**config.mk**
```make
export PLATFORM = sky130hd
export DESIGN_NAME = secded_dec_seq
export DESIGN_NICKNAME = d
export VERILOG_FILES = /design/src/rtl/secded_dec_seq.sv
export SDC_FILE = /design/constraint.sdc
export NUM_CORES = 1
export LEC_CHECK = 0
export CAP_MARGIN = 0
export CORE_AREA = 5 5 96 98
export DETAILED_ROUTE_END_ITERATION = 12
export DIE_AREA = 0 0 101 103
export DONT_BUFFER_PORTS = 1
export GPL_ROUTABILITY_DRIVEN = 0
export GPL_TIMING_DRIVEN = 0
export PLACE_DENSITY = 0.59
export SLEW_MARGIN = 0
export SYNTH_ARGS = -nofsm -noshare
export SYNTH_HDL_FRONTEND = slang
export SYNTH_SLANG_ARGS = --single-unit
```
**constraint.sdc**
```tcl
create_clock -name clk -period 2.8 [get_ports clk]
set_clock_uncertainty 0.05 [all_clocks]
set_input_delay 0.14 -clock clk [delete_from_list [all_inputs] [get_ports clk]]
set_output_delay 0.14 -clock clk [all_outputs]
set_load 0.005 [all_outputs]
```
**src/rtl/secded_dec_seq.sv**
```systemverilog
// Sequential SECDED (16,11) decoder: reads NUM_WORDS codewords from byte memory, corrects/flags
// each one and writes {flags, 3'b0, data} back; 5 cycles per word, no backpressure on memory.
module secded_dec_seq #(
  parameter int NUM_WORDS = 15,
  parameter int SRC_BASE  = 30,
  parameter int DST_BASE  = 0
) (
  input  logic       clk,
  input  logic       reset,
  input  logic       start,
  output logic       busy,
  output logic       done,
  output logic [7:0] mem_addr,
  input  logic [7:0] mem_rd_data,
  output logic       mem_wr_en,
  output logic [7:0] mem_wr_data,
  output logic [4:0] sec_cnt,
  output logic [4:0] ded_cnt
);

  typedef enum logic [2:0] {
    S_IDLE, S_RD_LO, S_RD_HI, S_DECODE, S_WR_LO, S_WR_HI, S_DONE
  } state_t;

  // Codeword positions holding d1..d11.
  localparam logic [3:0] DPOS [0:10] = '{4'd3, 4'd5, 4'd6, 4'd7, 4'd9, 4'd10,
                                         4'd11, 4'd12, 4'd13, 4'd14, 4'd15};

  state_t      r_state, w_next;
  logic [7:0]  r_idx;
  logic [15:0] r_cw;
  logic [15:0] r_out;
  logic [4:0]  r_sec, r_ded;

  logic [3:0]  w_syn;
  logic        w_par;
  logic [10:0] w_data;
  logic [1:0]  w_flags;
  logic [7:0]  w_src_lo, w_dst_lo;
  logic        w_last;
  logic        w_accept;

  assign w_src_lo = 8'(SRC_BASE) + {r_idx[6:0], 1'b0};
  assign w_dst_lo = 8'(DST_BASE) + {r_idx[6:0], 1'b0};
  assign w_last   = (r_idx == 8'(NUM_WORDS - 1));
  assign w_accept = start && (r_state == S_IDLE || r_state == S_DONE);

  always_comb begin
    w_syn = 4'd0;
    for (int k = 1; k < 16; k++) begin
      if (r_cw[k]) w_syn = w_syn ^ 4'(k);
    end
    w_par = ^r_cw;
    // A single error at a parity position (incl. p0) needs no data correction.
    for (int j = 0; j < 11; j++) begin
      w_data[j] = r_cw[DPOS[j]] ^ (w_par && (w_syn == DPOS[j]));
    end
    if (w_par)              w_flags = 2'b01;
    else if (w_syn != 4'd0) w_flags = 2'b10;
    else                    w_flags = 2'b00;
  end

  always_comb begin
    w_next      = r_state;
    busy        = 1'b0;
    done        = 1'b0;
    mem_addr    = 8'd0;
    mem_wr_en   = 1'b0;
    mem_wr_data = 8'd0;
    case (r_state)
      S_IDLE: begin
        if (start) w_next = S_RD_LO;
      end
      S_RD_LO: begin
        busy     = 1'b1;
        mem_addr = w_src_lo;
        w_next   = S_RD_HI;
      end
      S_RD_HI: begin
        busy     = 1'b1;
        mem_addr = w_src_lo + 8'd1;
        w_next   = S_DECODE;
      end
      S_DECODE: begin
        busy   = 1'b1;
        w_next = S_WR_LO;
      end
      S_WR_LO: begin
        busy        = 1'b1;
        mem_addr    = w_dst_lo;
        mem_wr_en   = 1'b1;
        mem_wr_data = r_out[7:0];
        w_next      = S_WR_HI;
      end
      S_WR_HI: begin
        busy        = 1'b1;
        mem_addr    = w_dst_lo + 8'd1;
        mem_wr_en   = 1'b1;
        mem_wr_data = r_out[15:8];
        w_next      = w_last ? S_DONE : S_RD_LO;
      end
      S_DONE: begin
        done = 1'b1;
        if (start) w_next = S_RD_LO;
      end
      default: w_next = S_IDLE;
    endcase
  end

  always_ff @(posedge clk or posedge reset) begin
    if (reset) begin
      r_state <= S_IDLE;
      r_idx   <= 8'd0;
      r_cw    <= 16'd0;
      r_out   <= 16'd0;
      r_sec   <= 5'd0;
      r_ded   <= 5'd0;
    end else begin
      r_state <= w_next;
      if (w_accept) begin
        r_idx <= 8'd0;
        r_sec <= 5'd0;
        r_ded <= 5'd0;
      end
      case (r_state)
        S_RD_LO: r_cw[7:0]  <= mem_rd_data;
        S_RD_HI: r_cw[15:8] <= mem_rd_data;
        S_DECODE: begin
          r_out <= {w_flags, 3'b000, w_data};
          if (w_flags == 2'b01 && r_sec != 5'd31) r_sec <= r_sec + 5'd1;
          if (w_flags == 2'b10 && r_ded != 5'd31) r_ded <= r_ded + 5'd1;
        end
        S_WR_HI: if (!w_last) r_idx <= r_idx + 8'd1;
        default: ;
      endcase
    end
  end

  assign sec_cnt = r_sec;
  assign ded_cnt = r_ded;

endmodule
```
==> out/qor.yml, run 1 <==
status: "finished, final reports clean"
num_rows: 34
critPathLaunchType: "register"
clkTransAtPathRegs_ns: 0.09
worst_slew_pin_slew_ns: 0.725
place_area_um2: 3240
fin_nets: 359
rr_worst_depth: 6
rsz0062_at_grt: "no"
crit_arrival_ns: 2.28
postCtsSetupRepairBufs: 0
hold_violations: 0
regArea_um2: 1250
ys.flop_type: "dfrtp_1"
final.min_clock_period_ns: 2.47
wl_met1_um: 3180
num_antenna_cells: 0
start_util_pct: 36.9
drcViolationCount: 0
fmax_ghz: 0.405
worstPathRequired_ns: 2.61
ys_seq_elements: 50
yosys.area.top_type: "dfrtp_1"
root_buffer: "clkbuf_8"
synth.distinct_cells: 41
maxSlewHeadroom_pct: 51.2
antenna_left: 0
r2r-end: "sec_cnt[3]"
hp-class: "primary input to asynchronous set/reset pin"
rrSetupSlack_ns: 0.40
wl_per_cell_um: 15.0
io_pins: 40
track_usage_pct: 13.9
synth_area_leaders: "dfrtp_1 41%, mux2_2 5.8%, xor2_1 5.7%"
fill_cells: 830
dr_wl_met2_um: 3200
drive_gt1_share_pct: 10.3
vias: 2377
die_h_um: 103
layout_commonest_cell: "dfrtp_1"
cap_viol_max_count: 0
dp.cells: 432
cts_tree: "built"
multi_input_area_um2: 1740
instances_no_fill: 449
dp_hpwl_um: 5130
syn_area_um2: 3090
route.met3.wl_um: 306
numCtsBuffers: 5
syn_inst: 323
clkLatencyLatePin_ns: 0.30
die_width_um: 101
drt-total-wl_um: 6740
port-buffer-count: 0
dr.first_iter.drc_count: 88
fin_crit_sh_pct: 88.2
layout_common_cells: "50 x dfrtp_1, 41 x nand2_1, 24 x o21ai_0, 20 x xor2_1, 18 x xnor2_1"
top_layer: "met4"
core_area_um2: 8380
grt_pass1_wl_um: 11600
final.setup.tns_ns: 0
cts_sinks: 50
worstSetupPathType: "register to primary output"
antenna_found_initial: 0
drv_slew: 0
holdWs_ns: 0.253
grt_max_degree: 31
setup_viol: 0
clk_path_buf_depth: 2
dr.pass1.iters: 4
synth_edf_count: 0
synth.avg_cell_area_um2: 9.56
dieArea_um2: 10400
grt_pass1_vias: 2362
synthArstFlopShare_pct: 100
cts_htree_levels: 2
area_delta_synth_final_pct: 11.9
cp-end-kind: "primary output"
yosys_warnings: 0
worstReg2RegStart: "r_cw[3]"
syn-num-nets: 341
fin_area_um2: 3460
viasPerCell: 5.29
yosysTopAreaCellShare_pct: 40.5
grt.overflow.total: 0
seq_area_frac_synth_pct: 40.5
critPathMaxFanout: 10
cells by family after synthesis:
kind of cell               after synthesis  synth area share [%]
adders and majority gates                7                  2.84
and+or+nand+nor                        108                  17.3
buffers and inverters                   26                  3.20
AOI/OAI and AO/OA                       55                  10.7
xor gates and xnor gates                45                  14.5
DFF                                     50                  40.5
muxes                                   32                  11.0
worst max-delay path by stage:
| stage | startpoint | to | slack [ns] | depth (start not counted) |
|---|---|---|---|---|
| after floorplan | r_cw[5] | sec_cnt[3] | 0.67 | 6 |
| after global placement | r_cw[3] | sec_cnt[3] | 0.42 | 6 |
| after detailed placement | r_cw[3] | sec_cnt[3] | 0.39 | 6 |
| after CTS | r_state[1] | mem_addr[7] | 0.31 | 6 |
| after global routing | r_state[1] | mem_addr[7] | 0.04 | 6 |
| final | r_state[1] | mem_addr[7] | 0.33 | 6 |
synth_stat cells (4+ instances only):
library cell,number
clkbuf_1,12
nand2b_1,4
xnor2_1,18
nand3_1,6
mux2_2,16
nor3_1,13
nor2_1,14
nor2b_1,4
nor4_1,8
xor2_2,6
o31ai_1,4
nand2_1,41
inv_1,11
o22ai_1,14
xor2_1,20
ha_1,7
o21ai_0,24
mux2i_1,16
dfrtp_1,50
nor3b_1,4
registers in the layout, indices dropped and copies added (netlist names):
name and flops:
sec_cnt 5, r_idx 8, ded_cnt 5, r_cw 16, r_out 13, r_state 3
metrics by stage:
| step | utilization, % | setup WS (ns) |
|---|---|---|
| 2_1_floorplan | - | 0.666 |
| 3_3_place_gp | 38.5 | 0.422 |
| 3_5_place_dp | 38.7 | 0.386 |
| 4_1_cts | 41.3 | 0.314 |
| 5_1_grt | 41.3 | 0.0365 |
| 6_report | 41.3 | 0.331 |
repair_timing:
item	CTS	global route
hold buffers	10	0
hold endpoints to repair	39	0
gates resized for setup	0	0
worst max-delay path: stages, from the launching register on:
cell	delay, ns
dfrtp_1	0.34
clkbuf_1	0.32
nand2b_1	0.15
nor2_1	0.15
buf_1	0.52
o21ai_0	0.21
o31ai_1	0.29
routing by layer:
layer,track usage [%],up-vias
li1,-,1168
met1,19.2,1149
met2,23.0,53
met3,2.37,7
met4,3.07,0
met5,0,-
area by class of cell:
cell class / instances / share of cell area, %
tap: 108 / 3.91
sequential: 50 / 36.2
clock buffer: 6 / 2.39
buffer: 15 / 1.66
multi-input combinational: 247 / 50.3
timing repair buffer: 11 / 3.47
clock inverter: 1 / 0.869
inverter: 11 / 1.19
Power of run 1 is left out: the tool's default activity adds up to more than one toggle a clock period on the data nets, which glitch-free logic cannot reach.
==> inputs of run 2 (changes only) <==
--- a/config.mk
+++ b/config.mk
@@ -5,14 +5,14 @@
 export SDC_FILE = /design/constraint.sdc
 export NUM_CORES = 1
 export LEC_CHECK = 0
+export ABC_AREA = 1
 export CAP_MARGIN = 0
-export CORE_AREA = 5 5 96 98
+export CORE_AREA = 5 5 100 102
 export DETAILED_ROUTE_END_ITERATION = 12
-export DIE_AREA = 0 0 101 103
+export DIE_AREA = 0 0 105 107
 export DONT_BUFFER_PORTS = 1
 export GPL_ROUTABILITY_DRIVEN = 0
 export GPL_TIMING_DRIVEN = 0
-export PLACE_DENSITY = 0.59
 export SLEW_MARGIN = 0
 export SYNTH_ARGS = -nofsm -noshare
 export SYNTH_HDL_FRONTEND = slang
==> run 2 against run 1 <==
  * Critical path depth is 2 higher
  * Setup slack better by 0.26 ns
  * First-iteration DRC count is 13% higher
  * Flip-flop and latch count stayed put
  * Core utilization is 0.41 points higher
==> out/qor.yml, run 2 <==
final_util_pct: 41.7  # +0.41 points
synthArstFlopShare_pct: 100  # unchanged
place_area_um2: 3560  # +9.8%
p_sw_share_pct: 54.9
die_h_um: 107  # +3.9%
grt_max_degree: 36  # +16%
internal_power_mw: 2.22
numCtsBuffers: 5  # unchanged
yosys-top-cells-count: "186 x nand2_1, 53 x inv_1, 50 x dfrtp_1"
start_util_pct: 37.7  # +0.88 points
syn_inst: 489  # +51%
postCtsSetupRepairBufs: 0  # unchanged
hp-class: "primary input to asynchronous set/reset pin"
synth_area_leaders: "dfrtp_1 37%, nand2_1 21%, nand3_1 7.1%"
critPathMaxFanout: 10  # unchanged
fin_crit_sh_pct: 78.8  # -9.4 points
dp.cells: 601  # +39%
fin_nets: 525  # +46%
dp_hpwl_um: 6180  # +21%
yosysTopAreaCellShare_pct: 36.8  # -3.8 points
clkLatencyLatePin_ns: 0.30  # about the same
cts_htree_levels: 2  # unchanged
fmax_ghz: 0.453  # +12%
cp-end-kind: "primary output"
synth_edf_count: 0  # unchanged
grt_pass1_wl_um: 13600  # +17%
rsz0062_at_grt: "no"
fill_cells: 945  # +14%
peakVddDrop_uv: 484
clkTransAtPathRegs_ns: 0.10  # about the same
seqPwrFrac_pct: 25.7
cts_sinks: 50  # unchanged
seq_area_frac_synth_pct: 36.8  # -3.8 points
core_area_um2: 9020  # +7.6%
syn-num-nets: 507  # +49%
p_per_area_nw_per_um2: 1310
die_width_um: 105  # +4.0%
setup_viol: 0  # unchanged
ys.flop_type: "dfrtp_1"
cap_viol_max_count: 0  # unchanged
syn_area_um2: 3400  # +10%
largest-register: "r_cw"
final.min_clock_period_ns: 2.21  # -0.264 ns
crit_arrival_ns: 2.02  # -0.26 ns
synth.most_common_cell: "nand2_1"
drv_slew: 0  # unchanged
hold_violations: 0  # unchanged
dr.pass1.iters: 5  # +1
p_leak_nw: 1.96
grt.overflow.total: 0  # unchanged
worstPathRequired_ns: 2.61  # about the same
yosys.area.top_type: "dfrtp_1"
drive_gt1_share_pct: 12.2  # +1.9 points
maxSlewHeadroom_pct: 70.0  # +19 points
top_regs: "r_cw (16), r_out (13), r_idx (8)"
area_delta_synth_final_pct: 10.4
yosys_warnings: 0  # unchanged
synth.distinct_cells: 29  # -29%
viasPerCell: 4.77  # -9.9%
grt_pass1_vias: 2894  # +23%
track_usage_pct: 14.5  # +0.55 points
p_total_mw: 4.93
port-buffer-count: 0  # unchanged
layout_commonest_cell: "nand2_1"
root_buffer: "clkbuf_8"
layout_common_cells: "186 x nand2_1, 52 x inv_1, 50 x dfrtp_1, 48 x nand3_1, 25 x nor2_1"
dr.first_iter.drc_count: 99  # +13%
largest_register_ffs: 16  # unchanged
status: "finished, final reports clean"
vias: 2952  # +24%
drt-total-wl_um: 7800  # +16%
instances_no_fill: 619  # +38%
clk_path_buf_depth: 2  # unchanged
critPathLaunchType: "register"
num_antenna_cells: 0  # unchanged
num_rows: 35  # +2.9%
drcViolationCount: 0  # unchanged
worst_slew_pin_slew_ns: 0.450  # -0.275 ns
ys_seq_elements: 50  # unchanged
wl_per_cell_um: 12.6  # -16%
synth.avg_cell_area_um2: 6.96  # -27%
antenna_left: 0  # unchanged
worstSetupPathType: "register to primary output"
antenna_found_initial: 0  # unchanged
fin_area_um2: 3760  # +8.7%
p_clk_share_pct: 9.0
comb_power_share_pct: 65.3
dieArea_um2: 11200  # +8.0%
final.setup.tns_ns: 0  # unchanged
io_pins: 40  # unchanged
cts_tree: "built"
power.switching_mw: 2.71
-- run 2: final cells by class --
type | instances | area (um2) | area share, %
inverter | 68 | 255 | 6.79
tap | 111 | 139 | 3.70
multi-input combinational | 365 | 1870 | 49.7
timing repair buffer | 11 | 120 | 3.20
clock inverter | 2 | 12.5 | 0.333
sequential | 50 | 1250 | 33.3
clock buffer | 6 | 82.6 | 2.20
buffer | 6 | 30.0 | 0.799
-- run 2: layer usage --
metal	up-vias	global-route usage [%]	wire (um)
met1	1326	19.2	3790
li1	1573	-	-
met4	0	3.38	93
met3	9	2.47	263
met2	44	24.6	3650
met5	-	0	0
-- run 2: per-stage QoR --
step                      setup slack, ns  hold slack, ns
after detailed placement            0.935         -0.0202
after global placement              0.775           0.258
final                               0.594           0.213
after CTS                           0.561           0.217
after floorplan                      1.22           0.251
after global routing                0.350           0.240
-- run 2: path summary, 6_finish.rpt --
path	start	endpoint	slack, ns	cells after the start
setup / recovery	r_state[1]	mem_addr[4]	0.59	8
hold / removal	reset	r_idx[3]	0.21	2
setup reg to reg	r_state[2]	r_idx[5]	0.93	9
hold reg to reg	r_out[4]	r_out[4]	0.43	2
max in group asynchronous	reset	r_cw[2]	1.96	3
min in group clk	start	r_idx[3]	0.26	3
-- run 2: power by group through the flow --
stage | registers (mW) | clock network, mW | logic, mW
final | 1.27 | 0.442 | 3.22
after global routing | 1.32 | 0.484 | 3.66
after CTS | 1.27 | 0.460 | 3.25
after detailed placement | 1.28 | 0 | 3.23
after global placement | 1.27 | 0 | 3.16
after floorplan | 1.21 | 0 | 2.69
-- run 2: timing repair --
item	CTS	global route
endpoints found under the setup margin	0	0
hold endpoints to repair	48	0
hold buffers	10	0
gates resized for setup	0	0
-- run 2: cell families after synthesis --
group                    count (synthesis)  share of synthesized area (%)
flip-flops                              50                           36.8
adder cells (fa/ha/maj)                  7                           2.57
XOR/XNOR                                14                           4.15
AO/OA/AOI/OAI                           44                           7.24
buffers and inverters                   74                           8.38
AND/OR/NAND/NOR                        300                           40.9
-- run 2: critical path: stages (launching register included) --
cell and delay [ns]:
dfrtp_1 0.38, inv_1 0.08, nor2_1 0.22, nand2_1 0.31, nand2_1 0.21, inv_1 0.17
a21oi_1 0.15, o21ai_0 0.08, o21ai_0 0.10
Note: power is estimated with default switching activity, not from simulation.
